**src/rtl/cpu_pkg.sv**
```systemverilog
// Shared definitions for the EX-stage M-extension unit.
//   F3_*    : RV32M funct3 encodings
//   state_t : multiply/divide sequencer states
package cpu_pkg;

  localparam logic [2:0] F3_MUL    = 3'd0;
  localparam logic [2:0] F3_MULH   = 3'd1;
  localparam logic [2:0] F3_MULHSU = 3'd2;
  localparam logic [2:0] F3_MULHU  = 3'd3;
  localparam logic [2:0] F3_DIV    = 3'd4;
  localparam logic [2:0] F3_DIVU   = 3'd5;
  localparam logic [2:0] F3_REM    = 3'd6;
  localparam logic [2:0] F3_REMU   = 3'd7;

  typedef enum logic [1:0] {
    S_IDLE = 2'd0,
    S_CALC = 2'd1,
    S_DONE = 2'd2
  } state_t;

endpackage

```
**src/rtl/muldiv_signfix.sv**
```systemverilog
// Conditional two's-complement negation: magnitude extraction on the way in,
// sign restoration on the way out.
//   val : input value
//   neg : negate when set
//   res : val or -val
module muldiv_signfix #(
  parameter int unsigned W = 32
) (
  input  logic [W-1:0] val,
  input  logic         neg,
  output logic [W-1:0] res
);

  assign res = neg ? (~val + W'(1)) : val;

endmodule

```
**src/rtl/ex_muldiv_unit.sv**
```systemverilog
// EX-stage RV32M multiply/divide unit. Accepts one op per in_valid/in_ready
// handshake, iterates one bit per cycle (shift-add multiply, restoring divide)
// and presents result + rd through an out_valid/out_ready handshake.
// in_ready is low while busy so hazard logic can stall the front end.
//   clk, Reset_n          : clock, synchronous active-low reset
//   flush                 : aborts an op in IDLE/CALC; ignored in DONE
//   in_valid/in_ready     : ID/EX handshake
//   funct3, rs1Data,
//   rs2Data, rdAddr_in    : op, operands, destination register
//   out_valid/out_ready   : EX/MEM handshake
//   result, rdAddr_out    : computed value and its destination
// Macro MULDIV_FAST_MUL_EN: MUL* ops use a single-cycle combinational
// multiplier; divides stay iterative.
module ex_muldiv_unit
  import cpu_pkg::*;
#(
  parameter int unsigned XLEN   = 32,
  parameter int unsigned ADDR_W = 5
) (
  input  logic              clk,
  input  logic              Reset_n,
  input  logic              flush,
  input  logic              in_valid,
  output logic              in_ready,
  input  logic [2:0]        funct3,
  input  logic [XLEN-1:0]   rs1Data,
  input  logic [XLEN-1:0]   rs2Data,
  input  logic [ADDR_W-1:0] rdAddr_in,
  output logic              out_valid,
  input  logic              out_ready,
  output logic [XLEN-1:0]   result,
  output logic [ADDR_W-1:0] rdAddr_out
);

  localparam int unsigned CNT_W = $clog2(XLEN + 1);
  localparam int unsigned PW    = 2 * XLEN;

  state_t            state, state_d;
  logic [CNT_W-1:0]  count;
  logic [2:0]        f3_q;
  logic [ADDR_W-1:0] rd_q;
  logic              sa_q, sb_q, dz_q, fast_q;
  // op_q: multiplicand (MUL) or divisor (DIV); hi/lo: product or {rem, quotient}
  logic [XLEN-1:0]   op_q, hi_q, lo_q;

  logic              sa_c, sb_c, accept_c, is_div_c, last_c, fast_c;
  logic [XLEN-1:0]   mag_a_c, mag_b_c;
  logic [XLEN:0]     mul_sum_c, div_shift_c, div_diff_c;
  logic [PW-1:0]     fix_in_c, fix_out_c;
  logic              fix_neg_c;
  logic [XLEN-1:0]   res_c;

  // Which operands are treated as signed for this funct3
  always_comb begin
    sa_c = 1'b0;
    sb_c = 1'b0;
    case (funct3)
      F3_MULH: begin
        sa_c = rs1Data[XLEN-1];
        sb_c = rs2Data[XLEN-1];
      end
      F3_MULHSU: sa_c = rs1Data[XLEN-1];
      F3_DIV, F3_REM: begin
        sa_c = rs1Data[XLEN-1];
        sb_c = rs2Data[XLEN-1];
      end
      default: ;
    endcase
  end

  assign is_div_c = funct3[2];
  assign accept_c = (state == S_IDLE) && in_valid && !flush;

  muldiv_signfix #(.W(XLEN)) u_mag_a (.val(rs1Data), .neg(sa_c), .res(mag_a_c));
  muldiv_signfix #(.W(XLEN)) u_mag_b (.val(rs2Data), .neg(sb_c), .res(mag_b_c));

`ifdef MULDIV_FAST_MUL_EN
  logic [PW-1:0] fast_prod_c;
  assign fast_c      = !is_div_c;
  assign fast_prod_c = PW'(mag_a_c) * PW'(mag_b_c);
`else
  assign fast_c = 1'b0;
`endif

  // One iteration of each algorithm
  assign mul_sum_c   = {1'b0, hi_q} + (lo_q[0] ? {1'b0, op_q} : '0);
  assign div_shift_c = {hi_q, lo_q[XLEN-1]};
  assign div_diff_c  = div_shift_c - {1'b0, op_q};

  // Final CALC cycle: after XLEN iterations, or immediately for a fast multiply
  assign last_c = fast_q || (count == CNT_W'(XLEN));

  // Pick the magnitude to re-sign; remainder follows the dividend's sign
  always_comb begin
    fix_in_c  = {hi_q, lo_q};
    fix_neg_c = sa_q ^ sb_q;
    case (f3_q)
      F3_DIV, F3_DIVU: fix_in_c = {{XLEN{1'b0}}, lo_q};
      F3_REM, F3_REMU: begin
        fix_in_c  = {{XLEN{1'b0}}, hi_q};
        fix_neg_c = sa_q;
      end
      default: ;
    endcase
  end

  muldiv_signfix #(.W(PW)) u_res (.val(fix_in_c), .neg(fix_neg_c), .res(fix_out_c));

  // Result select; divide-by-zero quotient is forced to all ones
  always_comb begin
    res_c = fix_out_c[PW-1:XLEN];
    case (f3_q)
      F3_MUL:          res_c = fix_out_c[XLEN-1:0];
      F3_DIV, F3_DIVU: res_c = dz_q ? '1 : fix_out_c[XLEN-1:0];
      F3_REM, F3_REMU: res_c = fix_out_c[XLEN-1:0];
      default: ;
    endcase
  end

  // Next-state logic
  always_comb begin
    state_d = state;
    case (state)
      S_IDLE: if (accept_c) state_d = S_CALC;
      S_CALC: begin
        if (flush)       state_d = S_IDLE;
        else if (last_c) state_d = S_DONE;
      end
      S_DONE: if (out_ready) state_d = S_IDLE;
      default: state_d = S_IDLE;
    endcase
  end

  // State, handshake outputs and datapath registers
  always_ff @(posedge clk) begin
    if (!Reset_n) begin
      state      <= S_IDLE;
      in_ready   <= 1'b1;
      out_valid  <= 1'b0;
      result     <= '0;
      rdAddr_out <= '0;
      count      <= '0;
      f3_q       <= F3_MUL;
      rd_q       <= '0;
      sa_q       <= 1'b0;
      sb_q       <= 1'b0;
      dz_q       <= 1'b0;
      fast_q     <= 1'b0;
      op_q       <= '0;
      hi_q       <= '0;
      lo_q       <= '0;
    end else begin
      state     <= state_d;
      in_ready  <= (state_d == S_IDLE);
      out_valid <= (state_d == S_DONE);

      if (accept_c) begin
        f3_q   <= funct3;
        rd_q   <= rdAddr_in;
        sa_q   <= sa_c;
        sb_q   <= sb_c;
        dz_q   <= (rs2Data == '0);
        fast_q <= fast_c;
        count  <= '0;
        op_q   <= is_div_c ? mag_b_c : mag_a_c;
        hi_q   <= '0;
        lo_q   <= is_div_c ? mag_a_c : mag_b_c;
`ifdef MULDIV_FAST_MUL_EN
        if (fast_c) {hi_q, lo_q} <= fast_prod_c;
`endif
      end else if (state == S_CALC && !last_c) begin
        count <= count + CNT_W'(1);
        if (f3_q[2]) begin
          // Restoring step: keep the difference only when it is non-negative
          if (!div_diff_c[XLEN]) begin
            hi_q <= div_diff_c[XLEN-1:0];
            lo_q <= {lo_q[XLEN-2:0], 1'b1};
          end else begin
            hi_q <= div_shift_c[XLEN-1:0];
            lo_q <= {lo_q[XLEN-2:0], 1'b0};
          end
        end else begin
          {hi_q, lo_q} <= {mul_sum_c, lo_q[XLEN-1:1]};
        end
      end

      if (state == S_CALC && !flush && last_c) begin
        result     <= res_c;
        rdAddr_out <= rd_q;
      end
    end
  end

endmodule

```
**config.mk**
```make
export PLATFORM = sky130hd
export DESIGN_NAME = ex_muldiv_unit
export DESIGN_NICKNAME = d
export VERILOG_FILES = /design/src/rtl/cpu_pkg.sv /design/src/rtl/muldiv_signfix.sv /design/src/rtl/ex_muldiv_unit.sv
export SDC_FILE = /design/constraint.sdc
export NUM_CORES = 1
export LEC_CHECK = 0
export ABC_AREA = 1
export CAP_MARGIN = 40
export CELL_PAD_IN_SITES_DETAIL_PLACEMENT = 1
export CELL_PAD_IN_SITES_GLOBAL_PLACEMENT = 1
export CORE_MARGIN = 2
export CORE_UTILIZATION = 29
export CTS_BUF_LIST = sky130_fd_sc_hd__clkbuf_16
export DETAILED_ROUTE_END_ITERATION = 10
export GPL_ROUTABILITY_DRIVEN = 0
export PLACE_DENSITY = 0.65
export SYNTH_ARGS = -nofsm -noshare
export SYNTH_HDL_FRONTEND = slang
export SYNTH_SLANG_ARGS = --single-unit
```
**constraint.sdc**
```tcl
create_clock -name clk -period 2.95 [get_ports clk]
set_clock_uncertainty 0.2 [all_clocks]
set_input_delay 0.295 -clock clk [delete_from_list [all_inputs] [get_ports clk]]
set_output_delay 0.295 -clock clk [all_outputs]
set_load 0.03 [all_outputs]
```
==> flow_summary.ini <==
[synthesis]
netlist_area_um2 = 16200
ys_seq_area_share_pct = 19.1
synth_area_per_cell_um2 = 5.71
synth-edff-count = 0
synth_xor_area_share_pct = 3.95
synth_flop_cell = dfxtp_1
synth_area_leaders = dfxtp_1, nand2_1, inv_1, nand3_1, a21oi_1
synthAdderAreaFrac_pct = 5.58
synthMuxAreaShare_pct = 0
synthArstFlopShare_pct = 0
synth_top_family_by_area = simple AND/OR/NAND/NOR gates
yosysWarnings = 0
synth_fp_nets = 2981
synth_top_cell_area_share_pct = 19.1
synth_simple_gate_area_share_pct = 37.8
yosys.area.top_type = dfxtp_1
netlist-cell-type-count = 56
ys_ff_latch = 154
synth_compound_area_share_pct = 21.3
synthTopCellsByCount = nand2_1, inv_1, nor2_1
yosysMostFrequentCell = nand2_1
synthCells = 2833

[clock_network]
htree_levels = 4
clk_latency_ps = 480
hold_buffers = 0
cts_sinks = 154
cts_tree = yes
clkSlewWorstSetupHoldPaths_ps = 70
cts_buffers = 17
cts_buffer_depth = 2
cts_root_buf = clkbuf_16

[worst_hold_path]
hold_path_end = op_q[6]
min_path_type = input port to flop
holdPathStages = 4
min_from = Reset_n

[timing]
fin_setup_tns_ps = 0
period_minus_slack_ps = 2880
rsz0062_at_grt = true
timing.hold.ws_ps = 121
fin_ws_ps = 69.7
worstMarginPinSlew_ps = 641
max_freq_mhz = 347
period_share_pct = 97.6
hold_viol = 0
slew_headroom_pct = 57.3
setup_viol = 0
slew_viol_final = 0

[final_layout]
antenna_cells = 0
area_growth_pct = 27.2
nNetsFinal = 3216
drive_above_1_share_pct = 13.3

[global_routing]
grt_max_degree = 76
grt-ovfl-total = 0
grt_use_total_pct = 27.9
antenna_found_initial = 0
grt_pass1_vias = 21025
grt_pass1_wl_mm = 123

[routing]
wire_per_inst_um = 21.2
detail_route.first_pass.iterations = 5
drt_wl_total_mm = 81.0
vias = 20689
drt_iter0_drc = 1433
post-route-drc-count = 0
vias_per_cell = 5.40
ant_nets = 0

[worst_setup_path]
rrSetupSlack_ps = 70
worst_r2r_endpoint = hi_q[29]
r2r-start = lo_q[0]
path_max_fanout = 12
path_class = flop to flop
cp-start-kind = flop
worstPathRequired_ps = 3160
worst_setup_path_end_kind = flop
arrival_ps = 3090
ff2ff_path_depth = 17

[power_and_ir_drop]
power_mw = 8.32
power_leakage_nw = 9.78
vdd_ir_drop_max_mv = 0.389
powerDensity_nw_per_um2 = 404

[floorplanning]
die-width_um = 240
die_height_um = 240
die-area_um2 = 57700
io_pins = 116
initial_utilization_pct = 29.4
fp.coreArea_um2 = 55100
rows = 86

[place]
dp_worst_setup_slack_ps = -78.9
dpl.hpwl_mm = 66.0
port_buffers = 115

[status]
status = finished, final reports clean

[run]
max_cap_violations = 0
[power by group]
part	internal, mW	leakage, nW	switching [mW]
Combinational	1.27	8.21	2.28
Sequential	2.17	1.26	0.144
Clock	1.35	0.305	1.10
Total	4.79	9.78	3.52
[stage by stage]
stage	utilization, %	std cells	area [um2]
2_1_floorplan	-	2833	16200
3_3_place_gp	35.2	3783	19400
3_5_place_dp	35.2	3783	19400
4_1_cts	36.3	3814	20000
5_1_grt	37.3	3828	20600
6_report	37.3	3828	20600
[layer usage]
| metal | track usage (%) | routed length (um) | vias to the layer above |
|---|---|---|---|
| li1 | - | - | 9776 |
| met1 | 36.2 | 35600 | 10076 |
| met2 | 45.4 | 37000 | 673 |
| met3 | 3.62 | 4320 | 164 |
| met4 | 13.6 | 4100 | 0 |
| met5 | 0 | 0 | - |
[placed cells by master (no fill, tap or decap), types with 7 or more instances in the layout]
| master | Yosys | final |
|---|---|---|
| a31oi_1 | 19 | 19 |
| nand3_2 | 2 | 12 |
| dfxtp_1 | 154 | 141 |
| clkdlybuf4s50_1 | 0 | 114 |
| buf_12 | 0 | 15 |
| o211ai_1 | 55 | 55 |
| nand2_1 | 806 | 789 |
| nor2_4 | 5 | 10 |
| dfxtp_2 | 0 | 13 |
| clkbuf_16 | 0 | 18 |
| a221oi_1 | 10 | 10 |
| o21bai_1 | 7 | 7 |
| nand4_1 | 46 | 46 |
| ha_1 | 69 | 52 |
| inv_1 | 383 | 382 |
| o21ai_1 | 19 | 28 |
| ha_4 | 0 | 7 |
| o21ai_0 | 196 | 179 |
| a21oi_2 | 4 | 16 |
| ha_2 | 0 | 10 |
| nand3b_1 | 13 | 13 |
| nand2_2 | 9 | 25 |
| nor2_2 | 10 | 26 |
| buf_4 | 2 | 186 |
| nor3_1 | 39 | 33 |
| o21ai_2 | 11 | 19 |
| a22oi_1 | 26 | 26 |
| a21oi_1 | 208 | 195 |
| xor2_1 | 53 | 53 |
| or2_2 | 10 | 10 |
| nand3_1 | 222 | 212 |
| nor3_2 | 1 | 7 |
| xnor2_1 | 20 | 20 |
| o21a_1 | 8 | 8 |
| nor2_1 | 264 | 243 |
[how the worst max path moves through the flow]
stage                  start  endpoint  slack (ps)  depth (start not counted)
global route         lo_q[0]  hi_q[29]         -70                         17
floorplan            lo_q[0]  hi_q[21]         210                         16
finish               lo_q[0]  hi_q[29]          70                         17
global placement    op_q[17]  hi_q[21]         -20                         14
CTS                 lo_q[31]  hi_q[21]           2                         16
detailed placement  lo_q[31]   hi_q[4]         -80                         17
[worst max-delay path: stages (launching register included)]
cell	delay [ps]
dfxtp_2	380
buf_12	160
buf_4	140
buf_4	160
nand2_1	80
inv_1	70
ha_2	310
a21oi_2	200
o21ai_1	110
a21oi_1	170
o21ai_0	130
nor2_1	180
nand2_1	90
nand2_1	90
nand3_1	90
nand2_1	80
inv_1	50
a21oi_1	130
[cell type report]
cell class | count | area [um2]
clock inverters | 14 | 183
multi-input cells | 2181 | 11500
inverters | 392 | 1480
flip-flops and latches | 154 | 3100
repair buffers | 322 | 2930
well taps | 748 | 936
clock buffers | 17 | 425
fillers | 7496 | 34500
[cell families after synthesis]
kind of cell | count (synthesis)
AO/OA/AOI/OAI | 592
XOR/XNOR | 73
adder cells (fa/ha/maj) | 71
buffers and inverters | 498
flip-flops | 154
AND/OR/NAND/NOR | 1445
[sequential cells by signal, summed over array words and instances, names as in the netlist]
register,cells
sb_q,1
hi_q,32
count,6
f3_q,3
result,32
rd_q,5
op_q,32
state,2
out_valid,1
lo_q,32
dz_q,1
sa_q,1
rdAddr_out,5
in_ready,1
[repair_timing]
item                                    in CTS  in global routing
resized for setup                           11                128
endpoints found under the hold margin        0                  0
pin swaps                                    0                 18
endpoints found under the setup margin      23                 60
setup buffers                                0                 13
gates cloned                                 0                  1
(Power assumes the default switching activity.)
